===== config.mk =====
export PLATFORM = sky130hd
export DESIGN_NAME = irq_pending_ctrl
export DESIGN_NICKNAME = d
export VERILOG_FILES = /design/src/rtl/irq_pending_ctrl.sv
export SDC_FILE = /design/constraint.sdc
export NUM_CORES = 1
export LEC_CHECK = 0
export ABC_CLOCK_PERIOD_IN_PS = 1400
export BUFFER_PORTS_ARGS = -buffer_cell sky130_fd_sc_hd__clkbuf_2
export CORE_ASPECT_RATIO = 0.5
export CORE_MARGIN = 2
export CORE_UTILIZATION = 40
export CTS_CLUSTER_DIAMETER = 120
export DETAILED_ROUTE_END_ITERATION = 16
export PLACE_DENSITY = 0.69
export SYNTH_ARGS = -nofsm -noshare
export SYNTH_HDL_FRONTEND = slang
export SYNTH_SLANG_ARGS = --single-unit

===== constraint.sdc =====
create_clock -name clk -period 1.4 [get_ports clk]
set_input_delay 0.14 -clock clk [delete_from_list [all_inputs] [get_ports clk]]
set_output_delay 0.14 -clock clk [all_outputs]
set_load 0.005 [all_outputs]

===== src/rtl/irq_pending_ctrl.sv =====
// -----------------------------------------------------------------------------
// irq_pending_ctrl
// Interrupt front-end placed directly upstream of an 8-to-3 priority encoder.
// Captures rising edges on eight raw request lines into a pending register,
// applies a programmable mask, and feeds pend_out into the external encoder.
// The encoder's index/valid come back and are presented to the CPU one at a
// time over a req/ack/eoi handshake; ack clears the serviced pending bit.
//
// Optional feature macro: IRQ_SYNC_EN
//   defined   : irq_in passes through a 2-flop synchronizer (may be async)
//   undefined : irq_in is registered once (must be synchronous to clk)
// -----------------------------------------------------------------------------
module irq_pending_ctrl #(
   parameter logic [7:0] MASK_RESET = 8'hFF
) (
   input  logic       clk,
   input  logic       rst_n,
   input  logic [7:0] irq_in,
   input  logic       mask_we,
   input  logic [7:0] mask_wdata,
   output logic [7:0] pend_out,
   input  logic [2:0] enc_id,
   input  logic       enc_valid,
   output logic       req,
   output logic [2:0] id_out,
   input  logic       ack,
   input  logic       eoi,
   output logic       busy,
   output logic [7:0] pending
);

   typedef enum logic [1:0] {
      IDLE    = 2'd0,
      REQ     = 2'd1,
      SERVICE = 2'd2
   } state_t;

   // Input capture and edge detection
   logic [7:0] irq_q;
   logic [7:0] irq_prev_q;
   logic [7:0] rise;

`ifdef IRQ_SYNC_EN
   logic [7:0] irq_s1_q;

   // Two-flop synchronizer: irq_in may be asynchronous to clk
   always_ff @(posedge clk or negedge rst_n) begin
      if (!rst_n) begin
         irq_s1_q <= 8'h00;
         irq_q    <= 8'h00;
      end else begin
         irq_s1_q <= irq_in;
         irq_q    <= irq_s1_q;
      end
   end
`else
   // Single input register: irq_in is already synchronous to clk
   always_ff @(posedge clk or negedge rst_n) begin
      if (!rst_n) begin
         irq_q <= 8'h00;
      end else begin
         irq_q <= irq_in;
      end
   end
`endif

   // Previous-sample register so only 0->1 transitions mark a line pending
   always_ff @(posedge clk or negedge rst_n) begin
      if (!rst_n) begin
         irq_prev_q <= 8'h00;
      end else begin
         irq_prev_q <= irq_q;
      end
   end

   assign rise = irq_q & ~irq_prev_q;

   // Pending, mask and handshake state
   logic [7:0] pending_q, pending_d;
   logic [7:0] mask_q, mask_d;
   state_t     state_q, state_d;
   logic       req_q, req_d;
   logic [2:0] id_q, id_d;
   logic       busy_q, busy_d;
   logic [7:0] ack_clr;
   logic [7:0] pend_vis;

   // Masked view handed to the encoder; mask never alters the raw pending bits
   assign pend_vis = pending_q & ~mask_q;

   // Next-state logic for the CPU handshake, with registered outputs
   always_comb begin
      state_d = state_q;
      req_d   = req_q;
      id_d    = id_q;
      busy_d  = busy_q;
      ack_clr = 8'h00;
      unique case (state_q)
         IDLE: begin
            if (enc_valid) begin
               state_d = REQ;
               id_d    = enc_id;
               req_d   = 1'b1;
            end
         end
         REQ: begin
            // The latched id is kept even if a higher-priority line arrives
            if (ack) begin
               state_d = SERVICE;
               req_d   = 1'b0;
               busy_d  = 1'b1;
               ack_clr = 8'h01 << id_q;
            end else if (!pend_vis[id_q]) begin
               // Line was masked while waiting: withdraw the request
               state_d = IDLE;
               req_d   = 1'b0;
            end
         end
         SERVICE: begin
            if (eoi) begin
               state_d = IDLE;
               busy_d  = 1'b0;
            end
         end
         default: begin
            state_d = IDLE;
            req_d   = 1'b0;
            busy_d  = 1'b0;
         end
      endcase
   end

   // Pending update: a fresh edge on the bit being acked wins over the clear
   always_comb begin
      pending_d = (pending_q & ~ack_clr) | rise;
      mask_d    = mask_we ? mask_wdata : mask_q;
   end

   // Handshake state and output registers
   always_ff @(posedge clk or negedge rst_n) begin
      if (!rst_n) begin
         state_q <= IDLE;
         req_q   <= 1'b0;
         id_q    <= 3'd0;
         busy_q  <= 1'b0;
      end else begin
         state_q <= state_d;
         req_q   <= req_d;
         id_q    <= id_d;
         busy_q  <= busy_d;
      end
   end

   // Pending and mask registers
   always_ff @(posedge clk or negedge rst_n) begin
      if (!rst_n) begin
         pending_q <= 8'h00;
         mask_q    <= MASK_RESET;
      end else begin
         pending_q <= pending_d;
         mask_q    <= mask_d;
      end
   end

   assign pend_out = pend_vis;
   assign req      = req_q;
   assign id_out   = id_q;
   assign busy     = busy_q;
   assign pending  = pending_q;

`ifndef SYNTHESIS
   // id_out must not move while a request is outstanding
   a_id_stable : assert property (@(posedge clk) disable iff (!rst_n)
      req_q |=> (!req_q || $stable(id_q)));

   // A request and a service period never overlap
   a_req_busy_excl : assert property (@(posedge clk) disable iff (!rst_n)
      !(req_q && busy_q));
`endif

endmodule


Word-level counts from Yosys, hierarchy flattened
Cells that the tools add are included.
{ "totals": {"register_bits": 39, "output_inout_bits": 21, "inputBits": 25, "wordCells": 46} }
{ "op_classes": {"mux": 16, "shifts": 1, "reduce_logical": 5, "bitwise_logic": 9, "n_eq_ne": 6, "n_lt_le_gt_ge": 1} }
{ "op_table": {"columns": ["op", "count"], "rows": [
  ["bitwise AND 8 bit", 3],
  ["NOT 8 bit", 3],
  ["two-way mux 8 bit", 2],
  ["AND reduction 3 bit", 3],
  ["two-way mux 2 bit", 4],
  ["OR 8 bit", 1],
  ["left shift 1 x 3 -> 8 bit, first input constant", 1],
  ["two-way mux 1 bit", 6],
  ["!= test 2 bit, second input constant", 3],
  ["case mux 1 bit (3 select lines)", 2],
  ["case mux 2 bit (3 select lines)", 1],
  ["< comparator 3 x 4 -> 1 bit, second input constant", 1],
  ["binary-select mux 1 bit (select 3 bit)", 1],
  ["!= test 3 bit, second input constant", 1],
  ["== test 2 x 1 -> 1 bit, second input constant", 1],
  ["== test 2 bit, second input constant", 1],
  ["zero test 2 bit", 1],
  ["NOT 1 bit", 2],
  ["AND reduction 2 bit", 1]
]} }

Logic depth before layout (Yosys ltp)
Gate-level depths: netlist of the first run.
{ "depth": {"depth_word": 7, "depth_mapped": 4, "mapped_depth_nobuf": 3} }

Least setup slack after synthesis of the first run
Ideal clock, no wire load.
{ "synth_path": {"path_type": "register to register", "from": "register mask_q[7]", "to": "register req_q, in the netlist req", "slack_ns": 0.125, "arrival_ns": 1.139, "setup_time_ns": 0.137, "stages_incl_launch_ff": 4, "synth_period_minus_slack_ns": 1.275, "required_ns": 1.263, "n_path_buf": 0, "path_cell_list": "dfstp_2 > and4b_1 > o41ai_2 > a31oi_1"} }
{ "synth_between": {"elab_chain_len": 6} }
{ "synth_lines": {"columns": ["item", "line", "source"], "rows": [
  ["start: declaration", "80", "logic [7:0] mask_q, mask_d;"],
  ["start signal: assignment", "161", "mask_q <= mask_d;"],
  ["NOT 8 bit", "89", "assign pend_vis = pending_q & ~mask_q;"],
  ["bitwise AND 8 bit", "89", null],
  ["binary-select mux 1 bit (select 3 bit)", "113", "end else if (!pend_vis[id_q]) begin"],
  ["two-way mux 1 bit (implied by the code)", "113", null],
  ["!= test 3 bit (no source line)", null, null],
  ["AND reduction 3 bit (no source line)", null, null],
  ["end signal: assignment", "148", "req_q <= req_d;"],
  ["end: declaration", "82", "logic req_q, req_d;"]
]} }
Every way passes these cells. The select of a mux whose other input is x is not followed.
A chain may end at the register's enable or synchronous reset.

Final worst setup path of the first run
{ "layout_path": {"from": "register id_q[1], in the netlist id_out[1]", "to": "register req_q, in the netlist req"} }
{ "layout_between": {"elab_chain_len": 4} }
{ "layout_lines": {"columns": ["item", "line", "source"], "rows": [
  ["start: declaration", "83", "logic [2:0] id_q, id_d;"],
  ["start signal: assignment", "149", "id_q <= id_d;"],
  ["binary-select mux 1 bit (select 3 bit)", "113", null],
  ["two-way mux 1 bit (implied by the code)", "113", null],
  ["!= test 3 bit (no source line)", null, null],
  ["AND reduction 3 bit (no source line)", null, null]
]} }
Every way passes these cells. The select of a mux whose other input is x is not followed.

==> results.txt, run 1 <==
----------------------------------------------------
[Drt]
  Remaining design rule violation count ... 0
  Per-cell via count in the routed design ... 4.77
  Total iterations of the first detailed-routing run ... 4
  DR vias ... 1120
  Total routed wirelength ... 3270 um
  Routed wire length per instance ... 13.9 um
  Initial DRC count ... 45
  Final antenna-violating net count ... 0

[Clocking]
  Number of H-tree branching levels ... 2
  Clock tree buffer depth ... 2
  Clock tree from TritonCTS ... built
  Clock latency on the worst-skew pair ... 290 ps
  Clock-pin slew reported for the worst setup and hold paths after clock tree synthesis ... 80 ps
  Cell at the root of the clock tree ... sky130_fd_sc_hd__clkbuf_8
  Clock sink total ... 39
  Number of buffers created by CTS ... 5

[STA]
  Number of max-slew violations in the final report ... 0
  Final Hold Viols ... 0
  Portion of the clock cycle consumed by the worst path in the final layout ... 0.974
  Highest clock rate ... 733 MHz
  Worst-case hold slack ... 62.4 ps
  Sum of negative setup slack ... 0 ps
  Setup repair after global routing missed its margin ... true
  Slew at the pin closest to its max-slew limit ... 490 ps
  # setup viols final ... 0
  Setup slack of the critical path after layout ... 36.2 ps
  Post-route minimum period ... 1360 ps
  Slew HR ... 0.674
  Post-route clock skew ... 5.17 ps

[Synthesis]
  Number of flops mapped to enable cells by yosys ... 0
  Xor and xnor fraction of the mapped netlist area ... 0
  Biggest area contributors in the synthesized netlist ... sky130_fd_sc_hd__dfrtp_1 (49%), sky130_fd_sc_hd__dfstp_2 (13%), sky130_fd_sc_hd__mux2_1 (7.9%), sky130_fd_sc_hd__o21ai_1 (4.8%), sky130_fd_sc_hd__nor2b_1 (3.2%)
  Count of mapped cells out of synthesis ... 114
  Mean instance size in the synthesized netlist ... 13.8 um2
  Synthesized flop and latch total ... 39
  Basic-gate share of the synthesized area counting and, or, nand and nor cells ... 0.171
  Adder-Cell Fraction of Synth Area ... 0
  Number of different library cells in the post-synthesis netlist ... 24
  Mux share of post-synthesis cell area ... 0.0786
  Sequential area share after synthesis ... 0.626
  Combinational family with the most area after synthesis ... simple AND/OR/NAND/NOR gates
  Most frequent cell after synthesis ... sky130_fd_sc_hd__dfrtp_1
  Post-synth top flop ... sky130_fd_sc_hd__dfrtp_1
  Synth Area in Compound Gates ... 0.0850
  Biggest area consumer among synthesized cells ... sky130_fd_sc_hd__dfrtp_1
  Total standard cell area after synthesis ... 0.00158 mm2
  Synth top area share ... 0.492
  Post-synthesis net count ... 139
  Cell types with the highest counts after synthesis ... sky130_fd_sc_hd__dfrtp_1 (31), sky130_fd_sc_hd__o21ai_1 (15), sky130_fd_sc_hd__mux2_1 (11)
  FFs w/ async S/R, synth ... 1.00
  Count of synthesis-stage warnings from yosys ... 0

[Place]
  Placer Congestion ... 0.776
  Worst-case setup slack after placement ... 60.6 ps
  Dpl hpwl ... 2350 um
  Port buffer count ... 45

[Pwr]
  Leakage power ... 0.980 nW
  Worst vdd ir ... 0.000619 V
  Ratio of total power to cell area ... 1630 mW/mm2

[Floorplan]
  Number of top-level pins ... 46
  Std-Cell Core Area ... 0.00384 mm2
  Die Y ... 48.4 um
  Effective utilization at floorplan ... 0.410
  FP Rows ... 16
  Die ar. ... 0.00449 mm2
  Die outline width ... 92.8 um

[Cells and area]
  Nets ... 205
  Proportion of layout cells with a drive suffix above 1 ... 0.448
  Number of antenna diodes ... 0
  Area growth from synthesis to final layout ... 34.6%
  Utilization after layout ... 0.552

[Setup path]
  Arrival time reported for the critical path endpoint ... 1580 ps
  Type of the setup path with the least slack ... reg -> reg
  Critical path data required time ... 1620 ps
  CP Launch Type ... register
  Worst-path fanout max ... 7
  CP Capture Type ... register

[Outcome]
  Outcome ... finished, final reports clean

[Flow run]
  Max_cap viols ... 0

[Global route]
  Leftover overflow at the end of global routing ... 0
  Vias in the first global route ... 1151
  First-pass GRT wire length ... 5550 um
  Pin count of the biggest net entering global routing ... 40
  Total track usage ... 0.162
  Initial antenna violation count ... 0

[Worst hold path]
  Hold/Removal Path Class ... in -> reg

----------------------------------------------------
-- final cells by class --
class                           count  area [um2]
Timing Repair Buffer               63         383
Clock inverter                      2        16.3
Inverter                            8        30.0
Sequential cell                    39         988
Fill cell                         354        1720
Multi-Input combinational cell     63         553
Tap cell                           54        67.6
Clock buffer                        6        82.6
-- state kept, by name, summed over array words and instances, names as in the netlist --
name / cells
busy: 1
irq_prev_q: 8
id_out: 3
state_q: 2
irq_q: 8
req: 1
pending: 8
mask_q: 8
-- cell families (layout without fill, tap and decap cells) --
group | Yosys count | in the layout
AOI/OAI and AO/OA | 21 | 21
muxes | 11 | 11
and+or+nand+nor | 31 | 31
buffers and inverters | 12 | 79
DFF | 39 | 39
-- per-layer routing --
| layer | global-route usage | wire (um) | vias up |
|---|---|---|---|
| li1 | - | - | 533 |
| met2 | 0.245 | 1450 | 34 |
| met4 | 0.0490 | 37 | 0 |
| met1 | 0.230 | 1600 | 548 |
| met3 | 0.0452 | 184 | 5 |
| met5 | 0 | 0 | - |
-- placed cells by master (no fill, tap or decap), types with 4 or more instances in the layout --
master                          instances
sky130_fd_sc_hd__o21ai_1               15
sky130_fd_sc_hd__dfrtp_1               29
sky130_fd_sc_hd__nand2_1                4
sky130_fd_sc_hd__mux2_1                11
sky130_fd_sc_hd__dlygate4sd3_1          9
sky130_fd_sc_hd__nor2b_1                8
sky130_fd_sc_hd__dfstp_2                8
sky130_fd_sc_hd__clkbuf_8               6
sky130_fd_sc_hd__buf_4                  9
sky130_fd_sc_hd__clkbuf_2              45
sky130_fd_sc_hd__inv_1                  8
-- where the power goes --
part | leakage [nW] | switching, mW | internal, mW
combinational | 0.509 | 0.471 | 0.588
sequential | 0.424 | 0.245 | 1.35
clock | 0.0474 | 0.411 | 0.402
-- critical path, stage by stage (launching register included) --
cell and delay, ps:
sky130_fd_sc_hd__dfrtp_1 450, sky130_fd_sc_hd__buf_4 200, sky130_fd_sc_hd__nor4b_2 340, sky130_fd_sc_hd__o41ai_2 130, sky130_fd_sc_hd__a31oi_1 170
-- through the flow --
| step | std cells | cell area, um2 | power, mW |
|---|---|---|---|
| 6_report | 235 | 2120 | 3.46 |
| 5_1_grt | 235 | 2120 | 3.66 |
| 4_1_cts | 235 | 2090 | 3.40 |
| 3_5_place_dp | 218 | 1900 | 2.57 |
| 3_3_place_gp | 218 | 1900 | 2.54 |
| 2_1_floorplan | 114 | 1580 | 2.13 |
-- what timing repair did --
| action | CTS | global route |
|---|---|---|
| buffers inserted | 0 | 0 |
| gates resized for setup | 0 | 5 |
| hold buffers | 9 | 0 |
| hold endpoints to repair | 39 | 0 |
| setup endpoints to repair | 0 | 2 |
-- final timing paths --
check | start | end | slack, ps | depth (start not counted)
worst max register to register | id_out[1] | req | 40 | 4
worst min-delay path | enc_id[2] | id_out[2] | 60 | 2
max in group asynchronous | rst_n | mask_q[4] | 570 | 3
min in group asynchronous | rst_n | irq_q[2] | 470 | 3
worst max-delay path | id_out[1] | req | 40 | 4
worst min register to register | irq_q[1] | irq_prev_q[1] | 380 | 0
No activity file was read; power rests on OpenSTA's default activity.
==> run 2: changes to the inputs <==
--- a/config.mk
+++ b/config.mk
@@ -7,12 +7,14 @@
 export LEC_CHECK = 0
 export ABC_CLOCK_PERIOD_IN_PS = 1400
 export BUFFER_PORTS_ARGS = -buffer_cell sky130_fd_sc_hd__clkbuf_2
+export CELL_PAD_IN_SITES_DETAIL_PLACEMENT = 1
+export CELL_PAD_IN_SITES_GLOBAL_PLACEMENT = 1
 export CORE_ASPECT_RATIO = 0.5
 export CORE_MARGIN = 2
 export CORE_UTILIZATION = 40
 export CTS_CLUSTER_DIAMETER = 120
 export DETAILED_ROUTE_END_ITERATION = 16
-export PLACE_DENSITY = 0.69
+export PLACE_DENSITY = 0.83
 export SYNTH_ARGS = -nofsm -noshare
 export SYNTH_HDL_FRONTEND = slang
 export SYNTH_SLANG_ARGS = --single-unit
==> results.txt, run 2 (synthesized netlist as in run 1, its figures left out) <==
----------------------------------------------------
[Global route]
  Total track usage ... 0.213
  Vias in the first global route ... 1274
  Initial antenna violation count ... 0
  First-pass GRT wire length ... 7110 um
  Leftover overflow at the end of global routing ... 0
  Pin count of the biggest net entering global routing ... 40

[Cells and area]
  Number of standard cells in the final layout excluding fillers ... 238
  Nets ... 208
  Number of antenna diodes ... 0
  Storage element area ... 988 um2
  Area growth from synthesis to final layout ... 41.3%
  Combined area of the multi-input logic cells ... 606 um2
  Most common cell after layout, fill and taps aside ... sky130_fd_sc_hd__clkbuf_2
  Commonest non-fill, non-tap cells in the layout ... sky130_fd_sc_hd__clkbuf_2 (45), sky130_fd_sc_hd__dfrtp_1 (29), sky130_fd_sc_hd__o21ai_1 (15)
  Filler cell count ... 418
  Proportion of layout cells with a drive suffix above 1 ... 0.467

[STA]
  Setup repair after global routing missed its margin ... true
  Post-route minimum period ... 1460 ps
  Final Hold Viols ... 0
  Portion of the clock cycle consumed by the worst path in the final layout ... 1.04
  Setup slack of the critical path after layout ... -56.3 ps
  Slew HR ... 0.680
  Worst-case hold slack ... 65.4 ps
  Sum of negative setup slack ... -89.1 ps
  Highest clock rate ... 687 MHz
  # setup viols final ... 2
  Number of max-slew violations in the final report ... 0
  Slew at the pin closest to its max-slew limit ... 479 ps
  Post-route clock skew ... 8.52 ps

[Clocking]
  Clock-pin slew reported for the worst setup and hold paths after clock tree synthesis ... 80 ps
  Clock tree buffer depth ... 2
  Clock latency on the worst-skew pair ... 290 ps
  Clock sink total ... 39
  Number of buffers created by CTS ... 5
  Clock tree from TritonCTS ... built
  Cell at the root of the clock tree ... sky130_fd_sc_hd__clkbuf_8
  Number of H-tree branching levels ... 2

[Floorplan]
  Die Y ... 48.4 um
  FP Rows ... 16
  Die outline width ... 92.8 um
  Effective utilization at floorplan ... 0.410
  Std-Cell Core Area ... 0.00384 mm2
  Number of top-level pins ... 46
  Die ar. ... 0.00449 mm2

[Setup path]
  Longest individual stage delay on the worst path ... 550 ps
  Type of the setup path with the least slack ... reg -> reg
  Startpoint of the worst register-to-register path ... mask_q[3]
  Library cell contributing the largest single delay on the critical path ... sky130_fd_sc_hd__dfstp_2
  Reg2Reg Depth ... 3
  Critical path data required time ... 1550 ps
  CP Launch Type ... register
  CP Capture Type ... register
  Minimum setup slack among reg-to-reg paths ... -60 ps
  Worst-path fanout max ... 3
  Destination of the worst register-to-register timing path ... req
  List of cells traversed by the critical path ... and4b_1, o41ai_4, a31oi_1
  Arrival time reported for the critical path endpoint ... 1610 ps

[Outcome]
  Outcome ... complete, but fails checks
  Violations in the final reports ... negative setup slack

[Drt]
  Remaining design rule violation count ... 0
  Per-cell via count in the routed design ... 4.83
  Routed wire length per instance ... 18.3 um
  DR vias ... 1150
  Total iterations of the first detailed-routing run ... 2
  Total routed wirelength ... 4350 um
  Final antenna-violating net count ... 0
  Initial DRC count ... 32

[Flow run]
  Max_cap viols ... 0

[Place]
  Placer Congestion ... 0.791
  Worst-case setup slack after placement ... 44.3 ps
  Dpl hpwl ... 2780 um
  Port buffer count ... 45
  Placed cell count ... 218

[Pwr]
  Worst vdd ir ... 0.000636 V
  Leakage power ... 1.03 nW
  Ratio of total power to cell area ... 1770 mW/mm2

[Worst hold path]
  Worst hold stages ... 2
  Hold/Removal Path Class ... in -> reg
  Worst hold start ... mask_wdata[4]
  End point of the worst hold path ... mask_q[4]

----------------------------------------------------
-- run 2: cell count changes in the layout (fill, tap and decap cells not counted), moves of 2 or more --
| cell | previous run | this run |
|---|---|---|
| sky130_fd_sc_hd__nor4b_4 | 1 | 3 |
| sky130_fd_sc_hd__buf_6 | 0 | 2 |
| sky130_fd_sc_hd__o41ai_4 | 0 | 2 |
| sky130_fd_sc_hd__o41ai_2 | 2 | 0 |
| sky130_fd_sc_hd__nor4b_2 | 2 | 0 |
| sky130_fd_sc_hd__nor4bb_2 | 0 | 2 |
| sky130_fd_sc_hd__nor4bb_1 | 2 | 0 |
-- run 2: what timing repair did --
| item | in CTS | in global routing |
|---|---|---|
| hold buffers | 9 | 0 |
| endpoints found under the setup margin | 2 | 6 |
| pin swaps | 3 | 4 |
| gates resized for setup | 10 | 3 |
| hold endpoints to repair | 39 | 0 |
| buffers inserted | 2 | 1 |
-- run 2: critical path: cells and delay by family, from the launching register on --
kind,cells,cell delay [ps]
AND/OR/NAND/NOR,1,230
AO/OA/AOI/OAI,2,540
flip-flops,1,550
-- run 2: through the flow --
stage / power [mW] / area [um2] / util
2_1_floorplan: 2.13 / 1580 / -
3_3_place_gp: 2.54 / 1900 / 0.495
3_5_place_dp: 2.61 / 1900 / 0.495
4_1_cts: 3.88 / 2210 / 0.574
5_1_grt: 4.15 / 2230 / 0.579
6_report: 3.94 / 2230 / 0.579
-- run 2: how the worst max path moves through the flow --
stage / slack, ps / endpoint / start / cells past startpoint
final: -60 / req / mask_q[3] / 3
after global routing: -80 / state_q[0] / mask_q[3] / 3
after CTS: -50 / req / id_out[1] / 4
after detailed placement: 40 / req / mask_q[7] / 3
after global placement: 90 / req / mask_q[3] / 3
after floorplan: 120 / req / mask_q[7] / 3
-- run 2: routing by layer --
layer | vias up | part of all wire | global-route usage
met4 | 0 | 0.013 | 0.0662
met3 | 7 | 0.039 | 0.0545
met2 | 25 | 0.49 | 0.343
met5 | - | 0 | 0
li1 | 540 | - | -
met1 | 578 | 0.46 | 0.289
-- run 2: layout make-up --
class	count	share of cell area
clock buffers	6	0.0371
clock inverters	2	0.0174
inverters	8	0.0135
multi-input cells	63	0.272
flip-flops and latches	39	0.444
well taps	54	0.0304
repair buffers	66	0.185
-- run 2: power by group --
part / total, mW / leakage, nW / internal [mW] / switching [mW]
Clock: 0.999 / 0.0618 / 0.586 / 0.412
Combinational: 1.30 / 0.548 / 0.699 / 0.605
Sequential: 1.63 / 0.424 / 1.35 / 0.288
Total: 3.94 / 1.03 / 2.63 / 1.31
